### src/rtl/alu_op_sequencer_pkg.sv
// Shared types for the ALU request sequencer: opcode set, sequencer states,
// and helpers for opcode legality and per-opcode execution latency.
package alu_op_sequencer_pkg;

    typedef enum logic [3:0] {
        ADD = 4'd0,
        SUB = 4'd1,
        MUL = 4'd2,
        DIV = 4'd3,
        SL  = 4'd4,
        SR  = 4'd5,
        AND = 4'd6,
        OR  = 4'd7,
        NOT = 4'd8,
        XOR = 4'd9
    } opcodes_t;

    typedef enum logic [1:0] {
        IDLE = 2'd0,
        EXEC = 2'd1,
        RESP = 2'd2
    } seq_state_t;

    function automatic logic op_is_legal(opcodes_t op);
        case (op)
            ADD, SUB, MUL, DIV, SL, SR, AND, OR, NOT, XOR: return 1'b1;
            default:                                       return 1'b0;
        endcase
    endfunction

    // Number of cycles the ALU inputs must be held before the result is valid.
    function automatic logic [3:0] op_latency(opcodes_t op,
                                              logic [3:0] mul_cycles,
                                              logic [3:0] div_cycles);
        case (op)
            MUL:     return mul_cycles;
            DIV:     return div_cycles;
            default: return 4'd1;
        endcase
    endfunction

endpackage

### src/rtl/alu_op_sequencer.sv
// Registers one ALU operation per handshake, holds it for the opcode's
// multicycle latency, then presents the captured result on a response port.
module alu_op_sequencer
    import alu_op_sequencer_pkg::*;
#(
    parameter int unsigned DATASIZE   = 8,
    parameter int unsigned OUTPUTSIZE = 2 * DATASIZE,
    parameter int unsigned MUL_CYCLES = 2,
    parameter int unsigned DIV_CYCLES = 4
) (
    input  logic                  clk,
    input  logic                  rst_n,
    input  logic                  req_valid,
    output logic                  req_ready,
    input  logic [DATASIZE-1:0]   req_in1,
    input  logic [DATASIZE-1:0]   req_in2,
    input  opcodes_t              req_opcode,
    output logic [DATASIZE-1:0]   alu_in1,
    output logic [DATASIZE-1:0]   alu_in2,
    output opcodes_t              alu_opcode,
    input  logic [OUTPUTSIZE-1:0] alu_result,
    output logic                  rsp_valid,
    input  logic                  rsp_ready,
    output logic [OUTPUTSIZE-1:0] rsp_result,
    output logic                  rsp_err,
    output logic                  busy
);

    seq_state_t            state_q, state_d;
    logic [3:0]            cnt_q, cnt_d;
    logic [DATASIZE-1:0]   alu_in1_q, alu_in1_d;
    logic [DATASIZE-1:0]   alu_in2_q, alu_in2_d;
    opcodes_t              alu_opcode_q, alu_opcode_d;
    logic [OUTPUTSIZE-1:0] rsp_result_q, rsp_result_d;
    logic                  rsp_err_q, rsp_err_d;

    logic       accept;
    logic       req_err;
    logic [3:0] req_lat;

    // Gating with rst_n keeps req_ready low while reset is held, even though state is IDLE.
    assign req_ready = rst_n && ((state_q == IDLE) || ((state_q == RESP) && rsp_ready));
    assign accept    = req_valid && req_ready;
    assign req_err   = !op_is_legal(req_opcode) || ((req_opcode == DIV) && (req_in2 == '0));
    assign req_lat   = op_latency(req_opcode, 4'(MUL_CYCLES), 4'(DIV_CYCLES));

    always_comb begin
        state_d      = state_q;
        cnt_d        = cnt_q;
        alu_in1_d    = alu_in1_q;
        alu_in2_d    = alu_in2_q;
        alu_opcode_d = alu_opcode_q;
        rsp_result_d = rsp_result_q;
        rsp_err_d    = rsp_err_q;

        case (state_q)
            IDLE, RESP: begin
                if (accept) begin
                    alu_in1_d    = req_in1;
                    alu_in2_d    = req_in2;
                    alu_opcode_d = req_opcode;
                    // Faulting ops never reach the ALU's captured result path.
                    if (req_err) begin
                        rsp_result_d = '0;
                        rsp_err_d    = 1'b1;
                        state_d      = RESP;
                    end else begin
                        cnt_d   = req_lat - 4'd1;
                        state_d = EXEC;
                    end
                end else if ((state_q == RESP) && rsp_ready) begin
                    state_d = IDLE;
                end
            end
            EXEC: begin
                if (cnt_q == 4'd0) begin
                    rsp_result_d = alu_result;
                    rsp_err_d    = 1'b0;
                    state_d      = RESP;
                end else begin
                    cnt_d = cnt_q - 4'd1;
                end
            end
            default: state_d = IDLE;
        endcase
    end

    always_ff @(posedge clk or negedge rst_n) begin
        if (!rst_n) begin
            state_q      <= IDLE;
            cnt_q        <= '0;
            alu_in1_q    <= '0;
            alu_in2_q    <= '0;
            alu_opcode_q <= ADD;
            rsp_result_q <= '0;
            rsp_err_q    <= 1'b0;
        end else begin
            state_q      <= state_d;
            cnt_q        <= cnt_d;
            alu_in1_q    <= alu_in1_d;
            alu_in2_q    <= alu_in2_d;
            alu_opcode_q <= alu_opcode_d;
            rsp_result_q <= rsp_result_d;
            rsp_err_q    <= rsp_err_d;
        end
    end

    assign alu_in1    = alu_in1_q;
    assign alu_in2    = alu_in2_q;
    assign alu_opcode = alu_opcode_q;
    assign rsp_result = rsp_result_q;
    assign rsp_err    = rsp_err_q;
    assign rsp_valid  = (state_q == RESP);
    assign busy       = (state_q != IDLE);

endmodule

### config.mk
export PLATFORM = sky130hd
export DESIGN_NAME = alu_op_sequencer
export DESIGN_NICKNAME = d
export VERILOG_FILES = /design/src/rtl/alu_op_sequencer_pkg.sv /design/src/rtl/alu_op_sequencer.sv
export SDC_FILE = /design/constraint.sdc
export NUM_CORES = 1
export LEC_CHECK = 0
export CORE_MARGIN = 1
export CORE_UTILIZATION = 45
export CTS_CLUSTER_DIAMETER = 50
export DETAILED_ROUTE_END_ITERATION = 10
export PLACE_DENSITY = 0.84
export SETUP_SLACK_MARGIN = 0.5
export SLEW_MARGIN = 20
export SYNTH_ARGS = -nofsm -noshare
export SYNTH_HDL_FRONTEND = slang
export SYNTH_SLANG_ARGS = --single-unit
### constraint.sdc
create_clock -name clk -period 4.6 [get_ports clk]
set_input_delay 0.92 -clock clk [delete_from_list [all_inputs] [get_ports clk]]
set_output_delay 0.92 -clock clk [all_outputs]
set_load 0.01 [all_outputs]
==> flow_summary.toml, run 1 <==
[status]
outcome = "completed"

[timing]
finClkSkew_ns = 0.007089
fin_crit_ns = 3.091
rsz0062_at_grt = "false"
max-slew-margin-rel = 0.5517
fmax_ghz = 0.3235
setup_viol = 0
final.period_utilization = 0.6719
hold_viol = 0
finalSetupTns_ns = 0
worst_pin_slew_ns = 0.6702
drv_slew = 0

[layout]
diodes = 0
final_nets = 290
layout.cells.most_common = "clkdlybuf4s50_1"
area_growth_pct = 48.81
utilization = 0.6997
stdcell_count = 299
drive_gt1_frac = 0.1325
final_cell_mix = "78 x clkdlybuf4s50_1, 43 x dfrtp_1, 35 x nand2_1"

[grt]
track_usage = 0.2046
grt_pass1_wl_um = 6651
overflow = 0
grt_antenna_before_repair = 0
grt_pass1_vias = 1510
grt_max_degree = 44

[floorplanning]
pin_count = 80
rows = 23
die_w_um = 66.88
coreArea_um2 = 4029
start_util = 0.4702
die-area_um2 = 4473
die_h_um = 66.88

[synth]
syn_nets = 208
synth_seq_area_share = 0.5680
ys_ff_latch = 43
synth.cell_area_um2 = 1894
yosysWarnings = 0
synth_cells = 167
synth_top_family_by_area = "simple AND/OR/NAND/NOR gates"
synthAdderAreaFrac = 0.006605
synth_compound_area_frac = 0.09049
synthMuxAreaShare = 0.1189
synth_xor_area_frac = 0
synth_cell_types = 36
postSynthAreaPerCell_um2 = 11.34
synthSimpleGateAreaFrac = 0.1882

[detailed_routing]
vias = 1556
drtAntennaViolNets = 0
route.detailed.drc = 0
totalWireLength_um = 4129
drt_pass1_iterations = 4
vias_per_cell = 5.204
drtIter0Drc = 95
avgRoutedWirePerCell_um = 13.81

[power]
pwr-share-comb = 0.444
vdd_ir_drop_max_v = 0.0003488
p_per_area_nw_per_um2 = 572.9
sw_frac_of_total = 0.3038
p_int_uw = 1124
p_sw_uw = 490.6
leakage_uw = 0.001193
clock_power_share = 0.171
seqPwrFrac = 0.385

[clock_tree]
clockBufferDepth = 2
clk_latency_ns = 0.29
post_cts_buffers = 0
root_buffer = "clkbuf_8"
hold_buffers = 0
cts_tree = "yes"
ctsResizeCount = 0
htreeDepth = 2
clock_sinks = 43
numCtsBuffers = 5
path_clk_slew_ns = 0.07

[critical_path]
critPathKind = "in2out"
endpoint_kind = "output pin"
worst_setup_path_start_kind = "input port"
crit_required_ns = 3.68
worstPathArrival_ns = 2.17
critical_path.max_fanout = 3

[placement]
hpwl_um = 2970
dp_cells = 292
port-buffer-count = 79
place_congestion = 0.8838

[min_path]
worstHoldPathType = "reg2reg"

[job]
drv_cap = 0
==> sequential cells by signal, indices dropped and copies added, names as in the netlist <==
name        cells
alu_in1         8
alu_in2         8
alu_opcode      4
cnt_q           4
rsp_err         1
rsp_result     16
state_q         2
==> routing by layer <==
layer / share of wire / vias to the layer above / routed length, um / GRT usage
li1: - / 740 / - / -
met1: 0.42 / 749 / 1716 / 0.2278
met2: 0.47 / 62 / 1927 / 0.3333
met5: 0 / - / 0 / 0
met3: 0.11 / 5 / 438 / 0.09932
met4: 0.011 / 0 / 45 / 0.07979
==> critical path: stages <==
cell and delay (ns):
clkdlybuf4s50_1 0.48, nor2b_1 0.07, nor2b_1 0.15, clkdlybuf4s50_1 0.55
==> Yosys cell counts <==
cell type	number	area, um^2
nand2b_1	2	12.51
nor4_2	1	12.51
ha_1	1	12.51
a21o_1	1	7.510
and3_1	2	12.51
a32o_1	1	10.01
o221ai_1	1	8.760
inv_1	3	11.26
nor2_1	4	15.01
nand4b_1	1	8.760
o211a_1	1	10.01
or4_1	1	7.510
nor4b_4	1	23.77
nand2_1	35	131.4
nor4b_1	2	17.52
nand3_1	1	5.000
o211ai_1	1	7.510
or2_2	1	6.260
and4b_1	1	10.01
mux2_2	20	225.2
buf_6	1	11.26
nand3b_1	1	7.510
and2_1	2	12.51
nor3_4	1	16.27
nor3b_1	1	7.510
a21oi_1	16	80.08
a22oi_1	1	7.510
o21ai_0	5	25.02
nor4_1	2	12.51
buf_2	3	15.01
dfrtp_1	43	1076
a211o_1	1	8.760
nor2b_1	5	31.28
a31oi_1	1	6.260
buf_4	2	15.01
or2_1	1	6.260
==> area by class of cell <==
| cell class | instances | area, um^2 |
|---|---|---|
| Clock inverter | 1 | 30.03 |
| Clock buffer | 6 | 72.57 |
| Tap cell | 50 | 62.56 |
| Timing Repair Buffer | 81 | 800.8 |
| Sequential cell | 43 | 1076 |
| Fill cell | 315 | 1210 |
| Inverter | 3 | 11.26 |
| Multi-Input combinational cell | 115 | 765.7 |
==> kinds of logic after synthesis <==
logic type,Yosys count
mux,20
flops,43
buf+inv,9
fa+ha+maj,1
compound gates,29
simple gates,65
==> path summary, 6_finish.rpt <==
path                             from             end  slack [ns]  depth (start not counted)
min reg2reg                   rsp_err         rsp_err        0.48                          1
max in group asynchronous       rst_n   rsp_result[3]        3.50                          2
max reg2reg                state_q[0]        cnt_q[2]        2.68                          7
min                           rsp_err         rsp_err        0.48                          1
max                         rsp_ready       req_ready        1.51                          4
min in group asynchronous       rst_n  rsp_result[10]        0.72                          2
==> power by group through the flow <==
stage / Combinational [uW] / Sequential [uW] / Clock (uW)
finish: 716 / 622 / 276
global placement: 712 / 620 / 0
CTS: 727 / 622 / 287
floorplan: 270 / 685 / 0
detailed placement: 721 / 630 / 0
global route: 780 / 642 / 298
==> through the flow <==
| stage | area, um^2 | setup slack (ns) | hold WS [ns] | total power, uW |
|---|---|---|---|---|
| 2_1_floorplan | 1894 | 2.369 | 0.4780 | 955.9 |
| 3_3_place_gp | 2716 | 1.511 | 0.4591 | 1331 |
| 3_5_place_dp | 2716 | 1.506 | 0.4699 | 1351 |
| 4_1_cts | 2819 | 1.498 | 0.4880 | 1636 |
| 5_1_grt | 2819 | 1.448 | 0.5097 | 1719 |
| 6_report | 2819 | 1.509 | 0.4829 | 1615 |
Power figures use the tool's default switching activity.
==> inputs of run 2 (changes only) <==
--- a/config.mk
+++ b/config.mk
@@ -6,10 +6,10 @@
 export NUM_CORES = 1
 export LEC_CHECK = 0
 export CORE_MARGIN = 1
-export CORE_UTILIZATION = 45
+export CORE_UTILIZATION = 38
 export CTS_CLUSTER_DIAMETER = 50
 export DETAILED_ROUTE_END_ITERATION = 10
-export PLACE_DENSITY = 0.84
+export PLACE_DENSITY = 0.76
 export SETUP_SLACK_MARGIN = 0.5
 export SLEW_MARGIN = 20
 export SYNTH_ARGS = -nofsm -noshare
==> constraint.sdc (replaced) <==
create_clock -name clk -period 2.8 [get_ports clk]
set_input_delay 0.56 -clock clk [delete_from_list [all_inputs] [get_ports clk]]
set_output_delay 0.56 -clock clk [all_outputs]
set_load 0.01 [all_outputs]
==> run 2 against run 1 <==
  * Sequential share of layout area shrank 0.53 points
  * Non-clock buffer count grew 2
  * Count of clock-buffer cells in the layout unchanged
  * Flip-flop and latch count unchanged
  * Clock power grew 49%
  * Worst hold slack lost 0.13 ns
  * Register-to-register slack lost 1.8 ns
  * Via count decreased by 2.4%
  * Routed wire length up 4.1%
  * Setup slack lost 0.86 ns
  * Combinational power is 65% higher
  * Final area is 1.4% higher
  * Critical path type is now in2reg
  * Largest cell class unchanged
  * Highest routed layer unchanged
==> flow_summary.toml, run 2 (synthesis gave the netlist of run 1 again) <==
[critical_path]
r2r_end = "cnt_q[2]"
critical_path.max_fanout = 4
crit_required_ns = 2.99
r2r-start = "state_q[0]"
critPathKind = "in2reg"
worstPathArrival_ns = 2.34
r2r_cells = 7
worst_setup_path_start_kind = "input port"
reg2reg_slack_ns = 0.86
endpoint_kind = "register"

[timing]
hold_viol = 0
finalSetupTns_ns = 0
finClkSkew_ns = 0.007616
drv_slew = 0
max-slew-margin-rel = 0.6169
rsz0062_at_grt = "false"
worst_pin_slew_ns = 0.5732
fmax_ghz = 0.4659
setup_viol = 0
fin_crit_ns = 2.146
fin_ws_ns = 0.6537
final.period_utilization = 0.7665

[grt]
grtUsageMet1 = 0.2266
grt_util_met3 = 0.09254
overflow = 0
track_usage = 0.1793
grt_pass1_wl_um = 7127
grtUsageMet2 = 0.2721
grt_pass1_vias = 1578
grt_antenna_before_repair = 0
top_usage_layer = "met2"
grt_max_degree = 44

[layout]
layout.cells.most_common = "clkdlybuf4s50_1"
ff_latch_area_um2 = 1076
area_growth_pct = 50.92
final_nets = 292
final_cell_mix = "75 x clkdlybuf4s50_1, 43 x dfrtp_1, 35 x nand2_1"
drive_gt1_frac = 0.1474
diodes = 0
largest_reg_flops = 16
multiInputGateArea_um2 = 777.0
nFillCells = 411

[detailed_routing]
vias_per_cell = 4.774
drtIter0Drc = 56
drtAntennaViolNets = 0
vias = 1518
avgRoutedWirePerCell_um = 13.52
route.detailed.drc = 0
totalWireLength_um = 4300
drt_pass1_iterations = 3

[floorplanning]
coreArea_um2 = 4755
die_h_um = 72.61
die_w_um = 72.61
rows = 25
pin_count = 80
start_util = 0.3984
die-area_um2 = 5271

[clock_tree]
htreeDepth = 2
cts_tree = "yes"
root_buffer = "clkbuf_8"
numCtsBuffers = 5
path_clk_slew_ns = 0.08
clk_latency_ns = 0.30
clockBufferDepth = 2
post_cts_buffers = 0
clock_sinks = 43

[placement]
hpwl_um = 3104
pre_cts_ws_ns = 0.1498
port-buffer-count = 79
place_congestion = 0.8355

[power]
p_sw_uw = 830.1
p_per_area_nw_per_um2 = 914.8
pwr-share-comb = 0.453
clock_power_share = 0.157
sw_frac_of_total = 0.3174
seqPwrFrac = 0.390
leakage_uw = 0.001225
p_int_uw = 1785
vdd_ir_drop_max_v = 0.0005599

[job]
drv_cap = 0

[status]
outcome = "completed"

[min_path]
worstHoldPathType = "in2async"
run 2: cell types whose count changed in the layout (fill, tap and decap cells not counted), sizes merged:
cell           delta
buf               +2
bufinv            -1
clkdlybuf4s50     -3
dlygate4sd2       +1
dlymetal6s2s      +2
inv               +1
run 2: metal layers:
| layer | vias to the layer above | part of all wire | routed length, um |
|---|---|---|---|
| met4 | 0 | 0.0084 | 36 |
| met1 | 705 | 0.44 | 1906 |
| met2 | 59 | 0.46 | 1959 |
| li1 | 750 | - | - |
| met3 | 4 | 0.092 | 397 |
| met5 | - | 0 | 0 |
run 2: worst max path at each step:
stage	start	slack [ns]	endpoint
global route	req_opcode[3]	0.51	cnt_q[2]
detailed placement	req_opcode[2]	0.15	cnt_q[2]
global placement	req_opcode[2]	0.24	cnt_q[2]
floorplan	req_opcode[2]	0.97	cnt_q[2]
CTS	req_opcode[2]	0.59	cnt_q[2]
finish	req_opcode[3]	0.65	cnt_q[2]
run 2: cell type report:
cell class,count,share of cell area
Multi-Input combinational cell,115,0.2718
Sequential cell,43,0.3764
Clock inverter,1,0.003063
Tap cell,67,0.02932
Clock buffer,6,0.02888
Inverter,3,0.003939
Timing Repair Buffer,83,0.2867
run 2: power groups by stage:
stage / combinational, uW / sequential (uW) / clock, uW
2_1_floorplan: 444 / 1130 / 0
3_3_place_gp: 1180 / 1020 / 0
3_5_place_dp: 1200 / 1030 / 0
4_1_cts: 1200 / 1020 / 422
5_1_grt: 1290 / 1060 / 454
6_report: 1180 / 1020 / 411
run 2: critical path, cell delays in order:
cell,delay [ns]
clkdlybuf4s50_1,0.50
nor3b_4,0.27
a22oi_1,0.10
ha_1,0.24
and2_1,0.17
o21ai_0,0.15
o21ai_0,0.10
nor4_1,0.26
run 2: repair_timing:
item	CTS	global route
hold buffers	0	0
pin swaps	0	2
endpoints found under the setup margin	2	1
gates resized for setup	2	3
run 2: stage by stage:
step | instance area, um^2 | hold slack [ns] | util | cells | power [uW]
2_1_floorplan | 1894 | 0.2644 | - | 167 | 1570
6_report | 2859 | 0.3545 | 0.6013 | 318 | 2615
4_1_cts | 2848 | 0.3787 | 0.5989 | 318 | 2645
3_3_place_gp | 2753 | 0.4599 | 0.5789 | 311 | 2206
3_5_place_dp | 2753 | 0.4648 | 0.5789 | 311 | 2225
5_1_grt | 2859 | 0.4054 | 0.6013 | 318 | 2800
==> inputs of run 3 (changes only) <==
==> constraint.sdc (replaced) <==
create_clock -name clk -period 1.8 [get_ports clk]
set_input_delay 0.36 -clock clk [delete_from_list [all_inputs] [get_ports clk]]
set_output_delay 0.36 -clock clk [all_outputs]
set_load 0.01 [all_outputs]
==> run 3 against run 2 <==
  * Clock power increased by 66%
  * Sequential share of layout area decreased by 3.9 points
  * Global-route usage increased by 2.7 points
  * Largest power group unchanged
==> flow_summary.toml, run 3 (synthesis gave the netlist of run 1 again) <==
[critical_path]
max_stage_delay_ns = 0.39
crit_required_ns = 2.00
cp-endpoint = "cnt_q[2]"
worstPathArrival_ns = 1.93
startpoint = "state_q[1]"
reg2reg_slack_ns = 0.07
critPathBufInv = 1
r2r_cells = 9
crit_chain = "buf_6 -> nor2b_4 -> nor2_1 -> a22oi_1 -> ha_2 -> nor2_1 -> o21ai_1 -> o21ai_1 -> nor4_2"
cp_num_cells = 9
path_delay_family = "simple AND/OR/NAND/NOR gates"
critical_path.max_fanout = 4
r2r-start = "state_q[1]"
slowest_stage = "dfrtp_1"
r2r_end = "cnt_q[2]"
endpoint_kind = "register"
critPathKind = "reg2reg"
worst_setup_path_start_kind = "register"

[grt]
grt_max_degree = 44
grt_pass1_wl_um = 8128
overflow = 0
grt_antenna_before_repair = 0
track_usage = 0.2061
grt_pass1_vias = 1658

[layout]
final_cell_mix = "42 x dfrtp_1, 34 x nand2_1, 29 x clkbuf_2"
final_nets = 322
nFillCells = 401
largest_reg_flops = 16
area_growth_pct = 68.43
layout.cells.most_common = "dfrtp_1"
diodes = 0
drive_gt1_frac = 0.4574
utilization = 0.6711

[placement]
port-buffer-count = 79
pre_cts_ws_ns = -0.3119
hpwl_um = 3318
place_congestion = 0.8462

[floorplanning]
rows = 25
die_w_um = 72.61
start_util = 0.3984
coreArea_um2 = 4755
die-area_um2 = 5271
pin_count = 80
die_h_um = 72.61

[detailed_routing]
drtIter0Drc = 96
avgRoutedWirePerCell_um = 15.54
drt_pass1_iterations = 4
totalWireLength_um = 5425
route.detailed.drc = 0
vias = 1697
vias_per_cell = 4.862
drtAntennaViolNets = 0

[clock_tree]
path_clk_slew_ns = 0.08
clock_sinks = 43
cts_tree = "yes"
numCtsBuffers = 5
clk_latency_ns = 0.30
root_buffer = "clkbuf_8"
clockBufferDepth = 2
hold_buffers = 0
htreeDepth = 2

[timing]
finalSetupTns_ns = 0
setup_viol = 0
fmax_ghz = 0.5790
fin_crit_ns = 1.727
rsz0062_at_grt = "true"
max-slew-margin-rel = 0.6373
hold_viol = 0
worst_pin_slew_ns = 0.5440
drv_slew = 0
fin_ws_ns = 0.07288
final.period_utilization = 0.9595
finClkSkew_ns = 0.005751

[power]
p_per_area_nw_per_um2 = 1367
leakage_uw = 0.001514
vdd_ir_drop_max_v = 0.0006882

[min_path]
worstHoldPathType = "in2async"

[status]
outcome = "completed"

[job]
drv_cap = 0
[run 3: cell type report]
class,count,area (um^2),share of cell area
Clock buffer,7,96.34,0.03020
Sequential cell,43,1077,0.3376
Clock inverter,1,7.507,0.002353
Multi-Input combinational cell,115,919.6,0.2882
Inverter,3,11.26,0.003529
Timing Repair Buffer,113,994.7,0.3118
Tap cell,67,83.83,0.02627
[run 3: power by group]
part	switching (uW)	total [uW]	internal, uW	leakage, uW
Clock	333	682	349	0.0000505
Combinational	902	2070	1170	0.000928
Sequential	248	1610	1370	0.000535
Total	1480	4360	2880	0.00151
[run 3: what timing repair did]
action,in CTS,in global routing
gates resized for setup,122,51
pin swaps,12,4
cloned,2,4
buffers inserted,11,4
endpoints found under the setup margin,83,80
[run 3: how the worst min path moves through the flow]
stage | start | slack, ns | end | depth (start not counted)
after floorplan | rst_n | 0.06 | alu_in1[0] | 0
after global placement | rsp_err | 0.46 | rsp_err | 1
after detailed placement | rsp_err | 0.47 | rsp_err | 1
after CTS | rst_n | 0.18 | rsp_result[0] | 2
after global routing | rst_n | 0.22 | rsp_result[15] | 2
final | rst_n | 0.16 | rsp_result[15] | 2
[run 3: worst reg2reg max path: cells and delay by family (launching register included)]
family	cells	cell delay, ns
compound gates	3	0.40
fa+ha+maj	1	0.24
buf+inv	1	0.13
flops	1	0.39
simple gates	4	0.47
[run 3: through the flow]
step | hold WS, ns | total power [uW] | area (um^2) | std cells
2_1_floorplan | 0.06441 | 2550 | 1987 | 167
3_3_place_gp | 0.4603 | 3580 | 2913 | 320
3_5_place_dp | 0.4695 | 3619 | 2913 | 320
4_1_cts | 0.1769 | 4298 | 3189 | 341
5_1_grt | 0.2161 | 4645 | 3191 | 349
6_report | 0.1645 | 4363 | 3191 | 349
[run 3: metal layers]
layer | GRT usage | up-vias | share of wire
li1 | - | 807 | -
met1 | 0.2707 | 831 | 0.44
met2 | 0.3302 | 51 | 0.50
met3 | 0.05249 | 8 | 0.043
met4 | 0.07625 | 0 | 0.021
met5 | 0 | - | 0
